**src/rtl/lsu_ctrl.sv**
```systemverilog
// Load/store sequencer between the RV32I execute stage and a single-port data-memory bus.
// One request in flight: decode, issue a word-aligned bus access, then return extended load data.
module lsu_ctrl #(
    parameter int TIMEOUT_CYCLES = 256
) (
    input  logic        clk,
    input  logic        rst,
    input  logic        req_valid,
    output logic        req_ready,
    input  logic        req_is_store,
    input  logic [2:0]  req_funct3,
    input  logic [31:0] req_addr,
    input  logic [31:0] req_wdata,
    output logic        resp_valid,
    output logic [31:0] resp_rdata,
    output logic        resp_err,
    output logic [2:0]  resp_err_code,
    output logic        mem_req,
    output logic        mem_we,
    output logic [31:0] mem_addr,
    output logic [3:0]  mem_be,
    output logic [31:0] mem_wdata,
    input  logic        mem_gnt,
    input  logic        mem_rvalid,
    input  logic [31:0] mem_rdata,
    input  logic        mem_err
);

    localparam logic [1:0] S_IDLE  = 2'd0;
    localparam logic [1:0] S_ISSUE = 2'd1;
    localparam logic [1:0] S_WAIT  = 2'd2;
    localparam logic [1:0] S_RESP  = 2'd3;

    localparam logic [2:0] ERR_OK         = 3'b000;
    localparam logic [2:0] ERR_MISALIGNED = 3'b001;
    localparam logic [2:0] ERR_ILLEGAL    = 3'b010;
    localparam logic [2:0] ERR_BUS        = 3'b011;
    localparam logic [2:0] ERR_TIMEOUT    = 3'b100;

    localparam logic [1:0] SZ_BYTE = 2'b00;
    localparam logic [1:0] SZ_HALF = 2'b01;
    localparam logic [1:0] SZ_WORD = 2'b10;

    // The count can sit one past the limit when a bus event wins the race with the watchdog.
    localparam int              CNT_W     = (TIMEOUT_CYCLES > 1) ? $clog2(TIMEOUT_CYCLES + 1) : 1;
    localparam logic [CNT_W-1:0] CNT_LIMIT = (TIMEOUT_CYCLES > 0) ? CNT_W'(TIMEOUT_CYCLES - 1) : '0;
    localparam logic             WD_ON     = (TIMEOUT_CYCLES > 0);

    logic [1:0]       state;
    logic [CNT_W-1:0] cnt;
    logic [2:0]       op_funct3;
    logic [1:0]       op_lane;

    logic             dec_illegal;
    logic             dec_misaligned;
    logic [3:0]       dec_be;
    logic [31:0]      dec_wdata;
    logic             expired;
    logic [7:0]       byte_lane;
    logic [15:0]      half_lane;
    logic [31:0]      load_data;

    assign req_ready  = (state == S_IDLE);
    assign mem_req    = (state == S_ISSUE);
    assign resp_valid = (state == S_RESP);
    assign resp_err   = (resp_err_code != ERR_OK);
    assign expired    = WD_ON && (cnt >= CNT_LIMIT);

    // NOTE: every signal assigned in always_comb gets a default first, so no path can infer a latch.
    always_comb begin
        dec_be         = 4'b0000;
        dec_wdata      = req_wdata;
        dec_misaligned = 1'b0;
        if (req_is_store)
            dec_illegal = req_funct3[2] || (req_funct3[1:0] == 2'b11);
        else
            dec_illegal = (req_funct3 == 3'b011) || (req_funct3[2:1] == 2'b11);
        case (req_funct3[1:0])
            SZ_BYTE: begin
                dec_be    = 4'b0001 << req_addr[1:0];
                dec_wdata = {4{req_wdata[7:0]}};
            end
            SZ_HALF: begin
                dec_be         = req_addr[1] ? 4'b1100 : 4'b0011;
                dec_wdata      = {2{req_wdata[15:0]}};
                dec_misaligned = req_addr[0];
            end
            SZ_WORD: begin
                dec_be         = 4'b1111;
                dec_misaligned = (req_addr[1:0] != 2'b00);
            end
            default: ;
        endcase
    end

    always_comb begin
        byte_lane = mem_rdata[{op_lane, 3'b000} +: 8];
        half_lane = mem_rdata[{op_lane[1], 4'b0000} +: 16];
        case (op_funct3)
            3'b000:  load_data = {{24{byte_lane[7]}}, byte_lane};
            3'b001:  load_data = {{16{half_lane[15]}}, half_lane};
            3'b100:  load_data = {24'd0, byte_lane};
            3'b101:  load_data = {16'd0, half_lane};
            default: load_data = mem_rdata;
        endcase
    end

    // NOTE: sequential state uses non-blocking assignments so every register samples pre-edge values.
    always_ff @(posedge clk) begin
        if (rst) begin
            state         <= S_IDLE;
            cnt           <= '0;
            op_funct3     <= 3'b000;
            op_lane       <= 2'b00;
            mem_we        <= 1'b0;
            mem_addr      <= 32'd0;
            mem_be        <= 4'b0000;
            mem_wdata     <= 32'd0;
            resp_rdata    <= 32'd0;
            resp_err_code <= ERR_OK;
        end else begin
            case (state)
                S_IDLE: begin
                    if (req_valid) begin
                        cnt       <= '0;
                        op_funct3 <= req_funct3;
                        op_lane   <= req_addr[1:0];
                        if (dec_illegal) begin
                            resp_err_code <= ERR_ILLEGAL;
                            state         <= S_RESP;
                        end else if (dec_misaligned) begin
                            resp_err_code <= ERR_MISALIGNED;
                            state         <= S_RESP;
                        end else begin
                            mem_we    <= req_is_store;
                            mem_addr  <= {req_addr[31:2], 2'b00};
                            mem_be    <= dec_be;
                            mem_wdata <= req_is_store ? dec_wdata : 32'd0;
                            state     <= S_ISSUE;
                        end
                    end
                end
                S_ISSUE: begin
                    if (mem_gnt) begin
                        state <= S_WAIT;
                        cnt   <= cnt + 1'b1;
                    end else if (expired) begin
                        resp_err_code <= ERR_TIMEOUT;
                        state         <= S_RESP;
                    end else begin
                        cnt <= cnt + 1'b1;
                    end
                end
                S_WAIT: begin
                    if (mem_rvalid) begin
                        state <= S_RESP;
                        if (mem_err)
                            resp_err_code <= ERR_BUS;
                        else if (!mem_we)
                            resp_rdata <= load_data;
                    end else if (expired) begin
                        resp_err_code <= ERR_TIMEOUT;
                        state         <= S_RESP;
                    end else begin
                        cnt <= cnt + 1'b1;
                    end
                end
                default: begin
                    resp_rdata    <= 32'd0;
                    resp_err_code <= ERR_OK;
                    state         <= S_IDLE;
                end
            endcase
        end
    end

endmodule

```
**config.mk**
```make
export PLATFORM = sky130hd
export DESIGN_NAME = lsu_ctrl
export DESIGN_NICKNAME = d
export VERILOG_FILES = /design/src/rtl/lsu_ctrl.sv
export SDC_FILE = /design/constraint.sdc
export NUM_CORES = 1
export LEC_CHECK = 0
export ABC_CLOCK_PERIOD_IN_PS = 4300
export BUFFER_PORTS_ARGS = -buffer_cell sky130_fd_sc_hd__buf_2
export CAP_MARGIN = 40
export CORE_MARGIN = 4
export CORE_UTILIZATION = 35
export DETAILED_ROUTE_END_ITERATION = 10
export HOLD_SLACK_MARGIN = 0.05
export PLACE_DENSITY = 0.69
export SLEW_MARGIN = 40
export SYNTH_ARGS = -nofsm -noshare
export SYNTH_HDL_FRONTEND = slang
export SYNTH_SLANG_ARGS = --single-unit
```
**constraint.sdc**
```tcl
create_clock -name clk -period 4.3 [get_ports clk]
set_input_delay 0.43 -clock clk [delete_from_list [all_inputs] [get_ports clk]]
set_output_delay 0.43 -clock clk [all_outputs]
set_load 0.005 [all_outputs]
```
-- Yosys cells after proc, flatten, opt, wreduce, memory -nomap -nowiden
Cells that the tools add are included.
- add/subtract/negate cells: 1
- multipliers: 0
- div/mod/pow operators: 0
- order comparisons: 1
- equal/unequal tests: 19
- shift operators: 3
- muxes and demuxes: 31
- bitwise logic cells: 3
- reductions and logical operators: 14
- operator list (kind ; number):
    32-bit two-way mux ; 4
    32-bit case mux with 2 select lines ; 2
    32-bit case mux with 4 select lines ; 1
    9-bit two-way mux ; 4
    32-bit by 6-bit variable part select with 16-bit output ; 1
    32-bit by 6-bit variable part select with 8-bit output ; 1
    9-bit case mux with 3 select lines ; 1
    3-bit two-way mux ; 7
    2-bit two-way mux ; 6
    2-bit inequality test (second input constant) ; 6
    4-bit case mux with 3 select lines ; 1
    4-bit AND reduction ; 3
    2-bit == test (second input constant) ; 5
    9-bit by 1-bit adder with 9-bit output (second input constant) ; 1
    9-bit by 8-bit >= comparator with 1-bit output (second input constant) ; 1
    3-bit case mux with 3 select lines ; 1
    3-bit == test (second input constant) ; 2
    2-bit case mux with 3 select lines ; 1
    3-bit nonzero test ; 2
    2-bit by 1-bit == test with 1-bit output (second input constant) ; 2
    2-bit zero test ; 2
    4-bit two-way mux ; 1
    1-bit by 2-bit left shift with 4-bit output (first input constant) ; 1
    3-bit by 1-bit == test with 1-bit output (second input constant) ; 1
    other kinds (12) ; 15
- register bits after elaboration: 118
- latch bits: 0
- memory bits (writable): 0
- memory bits (read-only): 0
- input port bits: 106
- output and inout port bits: 108
- word-level logic and storage cells: 82
- memories kept: 0

-- Longest topological paths before layout
Gate-level depths: netlist (run 1).
- depth in word-level cells: 6
- mapped depth: 10
- depth with buffers taken out: 9

-- Worst setup path before layout (run 1)
Ideal clock, no wire load.
- path kind: register to register
- start point: reg cnt[0]
- end point: reg state[1]
- library setup time: 0.130 ns
- arrival: 1.990 ns
- required time: 4.170 ns
- slack: 2.180 ns
- stages on the path, launching flop included: 10
- buffers on the path: 0
- clock period less this slack: 2.120 ns
- cells stage by stage: dfxtp_1 > ha_1 > and4_1 > and4_1 > ha_1 > nor2_1 > o31ai_1 > or3_1 > a221oi_1 > o32ai_1
- word-level cells in the longest chain between the ends: 4
- elaborated cells between the ends (all ways): 5
- classes of those cells: order compare (1); mux (4)
- ends and longest elaborated chain (what ; line ; RTL):
    start: declaration ; 50 ; logic [CNT_W-1:0] cnt;
    start signal: assignment ; 146 ; cnt <= cnt + 1'b1;
    start signal: assignment ; 151 ; cnt <= cnt + 1'b1;
    start signal: assignment ; 165 ; cnt <= cnt + 1'b1;
    9-bit by 8-bit >= comparator with 1-bit output (*) ; 67 ; assign expired = WD_ON && (cnt >= CNT_LIMIT);
    2-bit two-way mux (*) ; n/a ;
    2-bit two-way mux (on tied branches) ; n/a ;
    2-bit case mux with 3 select lines (*) ; n/a ;
    end signal: assignment ; 111 ; state <= S_IDLE;
    end signal: assignment ; 130 ; state <= S_RESP;
    end signal: assignment ; 133 ; state <= S_RESP;
    end: declaration ; 49 ; logic [1:0] state;
Mark *: on every way between the ends. The rest lies on a longest branch, timed or not.
A chain may end at the register's enable or synchronous reset.

-- Worst setup path after layout (run 1)
- start point: reg state[0]
- end point: reg mem_be[2]
- word-level cells in the longest chain between the ends: 2
- ends and longest elaborated chain (what ; line ; RTL):
    2-bit zero test ; 122 ; case (state)
    4-bit AND reduction (no line) ; n/a ;
    end signal: assignment ; 117 ; mem_be <= 4'b0000;
    end signal: assignment ; 137 ; mem_be <= dec_be;
    end: declaration ; 21 ; output logic [3:0] mem_be,
No other way between the ends.

==> flow_summary_export.csv, run 1 <==
group,metric,value,unit
route,avgViaCountPerCell,5.137,
die,die_w,132.0,um
clock_tree,clk_pin_slew,0.06,ns
global_route,grt_max_degree,70,
global_route,grt_use_met3,6.947,%
sta,fin_skew,0.006939,ns
synth,syn_inst,633,
cells_and_area,register_area,2364,sq um
power_and_ir_drop,power_leakage,3.174,nW
die,die_h,132.0,um
route,firstDrtPassIters,5,
clock_tree,clkSinkCount,118,
global_route,grt_pass1_wl,25660,um
die,rows,45,
outcome,status,"completed",
clock_tree,h-tree-depth,4,
sta,hold_viol,0,
clock_tree,clock_latency,0.41,ns
global_route,grt.overflow.total,0,
worst_setup_path,worstPathArrival,2.82,ns
global_route,first_global_vias,5008,
sta,max_clock_freq,401.6,MHz
synth,synth_edf_count,0,
die,start_util,35.53,%
sta,rsz0062_at_grt,"false",
cells_and_area,layout-area-overhead-vs-synth,32.88,%
place,dp_hpwl,11920,um
global_route,busiest_layer,"met2",
synth,avgSynthCellArea,8.501,sq um
route,wire_per_inst,15.88,um
cells_and_area,nFillCells,1514,
worst_setup_path,required,4.63,ns
power_and_ir_drop,total_power,0.003735,W
route,ant_nets,0,
clock_tree,ctsResizeCount,0,
global_route,antenna_found_initial,1,
route,drt-total-wl,16260,um
synth,ys_types,56,
global_route,grtUsageTotal,17.91,%
global_route,met2_usage,28.16,%
sta,setup_tns,0,ns
die,dieArea,17420,sq um
clock_tree,postCtsSetupBuffers,0,
die,core_area,15150,sq um
sta,period_needed,2.490,ns
synth,syn_area,5381,sq um
route,num_vias,5260,
synth,async_reset_ff_share,0,%
worst_setup_path,start_kind,"flop",
clock_tree,cts_tree,"done",
global_route,grtUsageMet1,22.39,%
clock_tree,cts_made_buffers,17,
place,place_congestion,0.8325,
cells_and_area,multi_input_area,2745,sq um
cells_and_area,finish.net_count,940,
synth,yosysWarningCount,0,
power_and_ir_drop,vdd_drop_max,0.0002585,V
clock_tree,hold_buffers,0,
power_and_ir_drop,p_per_area,522.3,nW/um^2
cells_and_area,drive_above_1_share,32.34,%
route,drt_iter0_drc,291,
cells_and_area,final_cells,1024,
route,drcViolationCount,0,
sta,setup_viol,0,
worst_setup_path,crit_fanout,44,
worst_setup_path,critPathKind,"reg2reg",
place,placedCellCount,991,
clock_tree,root_buffer,"clkbuf_16",
die,ios,214,
worst_setup_path,end_kind,"flop",
sta,drv_slew,0,
synth,yosysSeqAreaShare,43.90,%
flow_run,cap_viol_max_count,0,
clock_tree,ctsLongestPathBuffers,2,
place,portBuffers,211,
sta,min_period_over_period,57.91,%
hold_path,min_path_type,"in2reg",
synth,synth_ff_type,"dfxtp_1",
sta,worst_pin_slew,0.7566,ns
synth,ys_ff_latch,118,
sta,slew_headroom,49.56,%
sta,hold_slack,0.2551,ns
==> cell type report <==
| class | count | share of cell area [%] |
|---|---|---|
| diodes | 1 | 0.03500 |
| clock buffers | 19 | 6.334 |
| clock inverters | 12 | 2.450 |
| inverters | 22 | 1.155 |
| multi-input cells | 448 | 38.39 |
| flip-flops and latches | 118 | 33.05 |
| well taps | 188 | 3.290 |
| repair buffers | 216 | 15.29 |
==> registers in the layout (all words and copies together) (netlist names), 3 cells and up <==
register,flops
mem_wdata,32
cnt,9
resp_err_code,3
op_funct3,3
mem_addr,30
resp_rdata,32
mem_be,4
==> kinds of logic (layout without fill, tap and decap cells) <==
kind of cell	count (synthesis)	count (layout)	synth area share, %
AND/OR/NAND/NOR	207	207	18.25
AO/OA/AOI/OAI	210	210	26.39
flip-flops	118	118	43.90
adder cells (fa/ha/maj)	11	11	2.558
buffers and inverters	68	269	5.348
other	1	3	0.06968
multiplexers	18	18	3.488
==> final timing paths <==
path                                startpoint             end  slack [ns]  cells after the start
worst min-delay path               req_addr[8]     mem_addr[8]        0.26                      3
worst max-delay path                  state[0]       mem_be[2]        1.81                      7
worst min register to register  resp_rdata[14]  resp_rdata[14]        0.44                      2
worst max register to register        state[0]       mem_be[2]        1.81                      7
==> Yosys cell counts, drive strengths merged (2+ instances only) <==
cell type	number	area [sq um]
a21boi	4	30.03
a21o	2	15.01
a21oi	77	389.1
a22o	24	210.2
a22oi	15	117.6
a31oi	3	18.77
and2	2	12.51
and3	3	18.77
and4	4	35.03
buf	22	115.1
clkbuf	24	90.09
dfxtp	118	2362
ha	11	137.6
inv	22	82.58
mux2	6	67.56
mux2i	12	120.1
nand2	109	409.1
nand2b	24	150.1
nand3	17	85.08
nor2	25	98.84
nor2b	4	25.02
nor3	3	15.01
nor3b	3	43.79
o2111ai	4	35.03
o211ai	9	77.57
o21a	5	38.79
o21ai	27	138.9
o2bb2ai	24	210.2
o31ai	4	30.03
o32ai	3	26.28
or3	8	50.05
==> report_power, final <==
part | switching [W] | total [W] | internal, W
Combinational | 0.000601 | 0.000954 | 0.000353
Sequential | 0.0000798 | 0.00127 | 0.00119
Clock | 0.000515 | 0.00151 | 0.000998
Total | 0.00120 | 0.00373 | 0.00254
==> worst max-delay path: stages (launching register included) <==
cell,delay (ns)
dfxtp_1,0.34
inv_1,0.11
ha_1,0.50
nand2_1,0.34
or2_1,0.31
buf_4,0.27
or3_1,0.39
a21oi_1,0.13
==> through the flow <==
step	setup slack, ns	instance area [sq um]	utilization, %
4_1_cts	1.828	7138	47.13
5_1_grt	1.611	7151	47.21
3_3_place_gp	1.732	6509	42.97
6_report	1.810	7151	47.21
3_5_place_dp	1.676	6510	42.98
2_1_floorplan	2.180	5385	-
==> per-layer routing <==
| metal | share of wire [%] | up-vias |
|---|---|---|
| met1 | 44 | 2418 |
| met2 | 46 | 200 |
| li1 | - | 2630 |
| met3 | 9.2 | 12 |
| met4 | 1.1 | 0 |
| met5 | 0 | - |
==> cell usage in the layout (no fill, tap or decap), types with 4 or more instances in the layout <==
| cell type | n |
|---|---|
| a22o_1 | 24 |
| bufinv_16 | 4 |
| buf_2 | 211 |
| nor2_1 | 22 |
| nand3_1 | 17 |
| o2bb2ai_1 | 24 |
| mux2_2 | 6 |
| mux2i_1 | 12 |
| o31ai_1 | 4 |
| dfxtp_1 | 117 |
| or3_1 | 7 |
| o21ai_1 | 8 |
| inv_1 | 22 |
| o21a_1 | 4 |
| and4_1 | 4 |
| o21ai_0 | 18 |
| clkinv_2 | 4 |
| a21boi_0 | 4 |
| ha_1 | 11 |
| o2111ai_1 | 4 |
| o211ai_1 | 7 |
| nand2b_1 | 24 |
| a22oi_1 | 14 |
| buf_4 | 5 |
| clkbuf_16 | 17 |
| a21oi_1 | 76 |
| nand2_1 | 109 |
| nor2b_1 | 4 |
No activity file was read; power rests on OpenSTA's default activity.
==> run 2: changes to the inputs <==
--- a/config.mk
+++ b/config.mk
@@ -5,14 +5,14 @@
 export SDC_FILE = /design/constraint.sdc
 export NUM_CORES = 1
 export LEC_CHECK = 0
-export ABC_CLOCK_PERIOD_IN_PS = 4300
+export ABC_CLOCK_PERIOD_IN_PS = 2290
 export BUFFER_PORTS_ARGS = -buffer_cell sky130_fd_sc_hd__buf_2
 export CAP_MARGIN = 40
 export CORE_MARGIN = 4
 export CORE_UTILIZATION = 35
 export DETAILED_ROUTE_END_ITERATION = 10
 export HOLD_SLACK_MARGIN = 0.05
-export PLACE_DENSITY = 0.69
+export PLACE_DENSITY = 0.71
 export SLEW_MARGIN = 40
 export SYNTH_ARGS = -nofsm -noshare
 export SYNTH_HDL_FRONTEND = slang
==> constraint.sdc (replaced) <==
create_clock -name clk -period 2.29 [get_ports clk]
set_input_delay 0.229 -clock clk [delete_from_list [all_inputs] [get_ports clk]]
set_output_delay 0.229 -clock clk [all_outputs]
set_load 0.005 [all_outputs]
==> run 2 against run 1 <==
- combinational power increased by 110%
- largest cell class unchanged
- critical endpoint is now state[1]
- clock power increased by 100%
- via count increased by 5.3%
- final area increased by 6.9%
- register-to-register slack got worse by 1.7 ns
- non-clock buffer count increased by 46
- cell count increased by 4.5%
==> flow_summary_export.csv, run 2 (synthesis results as in run 1) <==
group,metric,value,unit
power_and_ir_drop,cellInternalPower,0.005108,W
global_route,antenna_found_initial,1,
route,ant_nets,0,
sta,worst_pin_slew,0.7548,ns
clock_tree,clkSinkCount,118,
sta,rsz0062_at_grt,"false",
die,die_h,132.0,um
route,avgViaCountPerCell,5.175,
sta,drv_slew,0,
global_route,grtUsageTotal,19.35,%
power_and_ir_drop,power_frac_seq,31.7,%
sta,hold_viol,0,
cells_and_area,n_antenna_cell,0,
power_and_ir_drop,p_sw_share,31.22,%
cells_and_area,layout-area-overhead-vs-synth,41.99,%
die,ios,214,
die,core_area,15150,sq um
sta,max_clock_freq,465.2,MHz
sta,setup_viol,0,
power_and_ir_drop,p_per_area,971.9,nW/um^2
route,firstDrtPassIters,5,
cells_and_area,final_common_cell,"buf_2",
worst_setup_path,critPathKind,"reg2reg",
sta,min_period_over_period,93.87,%
place,place_congestion,0.8783,
route,drt-total-wl,16940,um
route,wire_per_inst,15.83,um
worst_setup_path,start_kind,"flop",
cells_and_area,register_area,2362,sq um
sta,setup_tns,0,ns
cells_and_area,nFillCells,1439,
global_route,first_global_vias,5412,
worst_setup_path,crit_fanout,4,
global_route,grt_pass1_wl,27510,um
place,dp_hpwl,12180,um
cells_and_area,multi_input_area,2754,sq um
cells_and_area,drive_above_1_share,32.88,%
clock_tree,cts_made_buffers,17,
global_route,grt_max_degree,69,
route,drcViolationCount,0,
power_and_ir_drop,switchingPower,0.002318,W
power_and_ir_drop,total_power,0.007426,W
cells_and_area,mostFrequentLayoutCells,"buf_2, dfxtp_1, nand2_1",
flow_run,cap_viol_max_count,0,
sta,slew_headroom,49.68,%
sta,fin_skew,0.01547,ns
worst_setup_path,worstPathArrival,2.46,ns
global_route,grt.overflow.total,0,
route,num_vias,5537,
die,die_w,132.0,um
die,rows,45,
die,start_util,35.53,%
clock_tree,clock_latency,0.42,ns
outcome,status,"completed",
clock_tree,h-tree-depth,4,
worst_setup_path,end_kind,"flop",
cells_and_area,largest_registers,"mem_wdata: 32 flops, resp_rdata: 32 flops, mem_addr: 30 flops",
clock_tree,cts_tree,"done",
power_and_ir_drop,pwr-share-comb,27.4,%
clock_tree,clk_pin_slew,0.06,ns
clock_tree,root_buffer,"clkbuf_16",
place,portBuffers,211,
power_and_ir_drop,vdd_drop_max,0.0005398,V
die,dieArea,17420,sq um
worst_setup_path,required,2.60,ns
sta,period_needed,2.150,ns
power_and_ir_drop,power_leakage,3.387,nW
cells_and_area,finish.net_count,986,
route,drt_iter0_drc,316,
hold_path,min_path_type,"in2reg",
power_and_ir_drop,clock_power_share,41.0,%
clock_tree,ctsLongestPathBuffers,2,
cells_and_area,final_util,50.45,%
## run 2: critical path, cell delays in order, from the launching register on
cell and delay [ns]:
dfxtp_1 0.34, ha_2 0.20, and4_1 0.22, and4_1 0.20
ha_1 0.20, nor2_2 0.12, o31ai_1 0.12, or3_1 0.34
a221oi_2 0.22, o32ai_1 0.10
## run 2: timing repair
item                                   4_1_cts  5_1_grt
hold buffers                                27        0
gates resized for setup                      0        3
endpoints found under the hold margin       27        0
setup endpoints to repair                    0        1
setup buffers                                0        0
## run 2: metal layers
metal  up-vias  global-route usage, %  share of wire (%)
met5         -                      0              0.041
met1      2533                  22.73                 40
met2       238                  31.56                 48
met4         2                  8.110                2.7
li1       2729                      -                  -
met3        35                  7.557                9.2
## run 2: final timing paths
path | from | end | slack (ns) | cells after the start
min reg2reg | resp_rdata[9] | resp_rdata[9] | 0.45 | 2
max reg2reg | cnt[1] | state[1] | 0.14 | 9
min | req_addr[22] | mem_addr[22] | 0.07 | 3
max | cnt[1] | state[1] | 0.14 | 9
## run 2: cell type report
| cell class | instances | share of cell area, % |
|---|---|---|
| multi-input combinational | 448 | 36.04 |
| timing repair buffer | 262 | 20.04 |
| inverter | 22 | 1.081 |
| sequential | 118 | 30.92 |
| clock buffer | 17 | 5.567 |
| tap | 188 | 3.078 |
| clock inverter | 15 | 3.275 |
## run 2: through the flow
| step | instances | setup WS (ns) | cell area (sq um) | hold WS (ns) |
|---|---|---|---|---|
| floorplan | 634 | 0.1701 | 5385 | 0.3650 |
| global placement | 1011 | 0.08624 | 6684 | 0.4303 |
| detailed placement | 1011 | 0.05362 | 6684 | 0.4411 |
| CTS | 1070 | 0.04259 | 7630 | 0.05368 |
| global route | 1070 | 0.007696 | 7641 | 0.06324 |
| finish | 1070 | 0.1404 | 7641 | 0.07410 |
## run 2: power by group through the flow
stage,logic (W),registers (W),clock network (W)
after floorplan,0.00123,0.00238,0
after global placement,0.00196,0.00239,0
after detailed placement,0.00197,0.00239,0
after CTS,0.00202,0.00235,0.00310
final,0.00203,0.00235,0.00304
after global routing,0.00227,0.00238,0.00321
==> run 3: changes to the inputs <==
--- a/config.mk
+++ b/config.mk
@@ -8,7 +8,7 @@
 export ABC_CLOCK_PERIOD_IN_PS = 2290
 export BUFFER_PORTS_ARGS = -buffer_cell sky130_fd_sc_hd__buf_2
 export CAP_MARGIN = 40
-export CORE_MARGIN = 4
+export CORE_MARGIN = 1
 export CORE_UTILIZATION = 35
 export DETAILED_ROUTE_END_ITERATION = 10
 export HOLD_SLACK_MARGIN = 0.05
==> run 3 against run 2 <==
- core utilization is 0.26 points higher
- die area is 8.9% lower
- via count is 1.7% lower
- global-route usage is 1.2 points higher
- critical path type unchanged
- routed wire length is 4.1% lower
- maximum frequency is 1.6% lower
- register-to-register slack worse by 0.04 ns
- final area is 2.1% lower
- first-iteration DRC count is 4.4% lower
- setup slack worse by 0.035 ns
- combinational power hardly changed
==> flow_summary_export.csv, run 3 (synthesis results as in run 1) <==
group,metric,value,unit
outcome,status,"completed",
worst_setup_path,slowest_stage,"or3_1",
global_route,grt_pass1_wl,25910,um
place,dp_hpwl,11710,um
worst_setup_path,required,2.58,ns
sta,worst_pin_slew,0.5634,ns
global_route,first_global_vias,5226,
cells_and_area,final_common_cell,"buf_2",
clock_tree,cts_made_buffers,17,
place,place_ws,0.05615,ns
worst_setup_path,end_kind,"flop",
cells_and_area,drive_above_1_share,32.46,%
worst_setup_path,critPathKind,"reg2reg",
cells_and_area,layout-area-overhead-vs-synth,39.04,%
die,die_h,126.0,um
place,place_congestion,0.9071,
clock_tree,h-tree-depth,4,
worst_setup_path,cpPeakStageDelay,0.34,ns
sta,fin_skew,0.006804,ns
flow_run,cap_viol_max_count,0,
hold_path,min_path_type,"in2reg",
clock_tree,clock_latency,0.41,ns
cells_and_area,final_util,50.71,%
worst_setup_path,crit_path_cell_trace,"ha_2 -> and4_1 -> and4_1 -> ha_1 -> nor2_2 -> o31ai_1 -> or3_1 -> a221oi_2 -> o32ai_1",
clock_tree,clkSinkCount,118,
route,drt_iter0_drc,302,
sta,setup_tns,0,ns
worst_setup_path,crit_fanout,4,
route,drt-total-wl,16250,um
power_and_ir_drop,power_leakage,3.311,nW
route,ant_nets,0,
cells_and_area,largest_registers,"mem_wdata: 32 flops, resp_rdata: 32 flops, mem_addr: 30 flops",
sta,rsz0062_at_grt,"false",
global_route,grt_max_degree,40,
clock_tree,postCtsSetupBuffers,0,
clock_tree,ctsLongestPathBuffers,2,
global_route,grt.overflow.total,0,
die,start_util,36.47,%
power_and_ir_drop,vdd_drop_max,0.0005304,V
cells_and_area,finish.net_count,982,
sta,setup_ws,0.1050,ns
clock_tree,root_buffer,"clkbuf_16",
cells_and_area,mostFrequentLayoutCells,"buf_2, dfxtp_1, nand2_1",
global_route,grtUsageTotal,20.52,%
die,dieArea,15870,sq um
worst_setup_path,worstPathArrival,2.47,ns
sta,hold_viol,0,
sta,slew_headroom,62.44,%
worst_setup_path,crit_path_frequent_cell,"and4_1",
route,drcViolationCount,0,
die,die_w,126.0,um
route,num_vias,5441,
sta,max_clock_freq,457.7,MHz
sta,period_needed,2.185,ns
worst_setup_path,start_kind,"flop",
sta,drv_slew,0,
route,avgViaCountPerCell,5.119,
power_and_ir_drop,p_per_area,918.1,nW/um^2
die,core_area,14750,sq um
route,wire_per_inst,15.28,um
route,firstDrtPassIters,6,
global_route,antenna_found_initial,1,
place,portBuffers,211,
clock_tree,cts_tree,"done",
hold_path,hold_path_depth,3,
worst_setup_path,r2r_cells,9,
die,rows,44,
clock_tree,clk_pin_slew,0.05,ns
die,ios,214,
sta,setup_viol,0,
sta,min_period_over_period,95.42,%
[run 3: cell types whose count changed in the layout (fill, tap and decap cells not counted), moves of 2 or more]
| cell | previous run | this run |
|---|---|---|
| bufinv_16 | 6 | 1 |
| clkbuf_1 | 0 | 5 |
| inv_6 | 3 | 0 |
| buf_4 | 22 | 20 |
| clkbuf_8 | 0 | 2 |
| clkinv_2 | 1 | 3 |
| dlygate4sd3_1 | 27 | 25 |
[run 3: layout make-up]
cell class	instances	area (sq um)
Antenna cell	1	2.502
Clock buffer	24	471.7
Clock inverter	8	75.07
Fill cell	1406	7272
Inverter	22	82.58
Multi-Input combinational cell	448	2761
Sequential cell	118	2362
Tap cell	184	230.2
Timing Repair Buffer	258	1496
[run 3: critical path, delay by kind of cell, from the launching register on]
kind | cells | cell delay, ns
adders and majority gates | 2 | 0.40
and+or+nand+nor | 4 | 0.89
AOI/OAI and AO/OA | 3 | 0.44
DFF | 1 | 0.33
[run 3: repair_timing]
action	4_1_cts	5_1_grt
endpoints found under the setup margin	0	7
hold buffers	25	0
hold endpoints to repair	25	0
resized for setup	0	5
[run 3: power by group]
part           switching (W)  leakage [nW]  internal (W)
combinational        0.00120          2.10      0.000848
clock               0.000930         0.256       0.00154
sequential          0.000123         0.956       0.00223
total                0.00225          3.31       0.00462
[run 3: metrics by stage]
| step | std cells | total power, W | instance area, sq um | hold slack (ns) |
|---|---|---|---|---|
| after floorplan | 634 | 0.003609 | 5385 | 0.3650 |
| after global placement | 1005 | 0.004350 | 6664 | 0.4288 |
| after detailed placement | 1005 | 0.004364 | 6664 | 0.4405 |
| after global routing | 1062 | 0.007235 | 7480 | 0.05618 |
| final | 1063 | 0.006869 | 7482 | 0.06876 |
| after CTS | 1062 | 0.006887 | 7461 | 0.05048 |
[run 3: path summary, 6_finish.rpt]
path                 from           end  slack, ns
max reg2reg        cnt[1]      state[1]       0.10
min          req_addr[28]  mem_addr[28]       0.07
min reg2reg     mem_be[2]     mem_be[2]       0.44
max                cnt[1]      state[1]       0.10
[run 3: per-layer routing]
metal / GRT usage (%) / part of all wire, % / vias up
met3: 7.477 / 8.0 / 24
met1: 24.58 / 43 / 2496
met4: 7.867 / 1.9 / 0
met2: 33.47 / 47 / 214
li1: - / - / 2707
met5: 0 / 0 / -
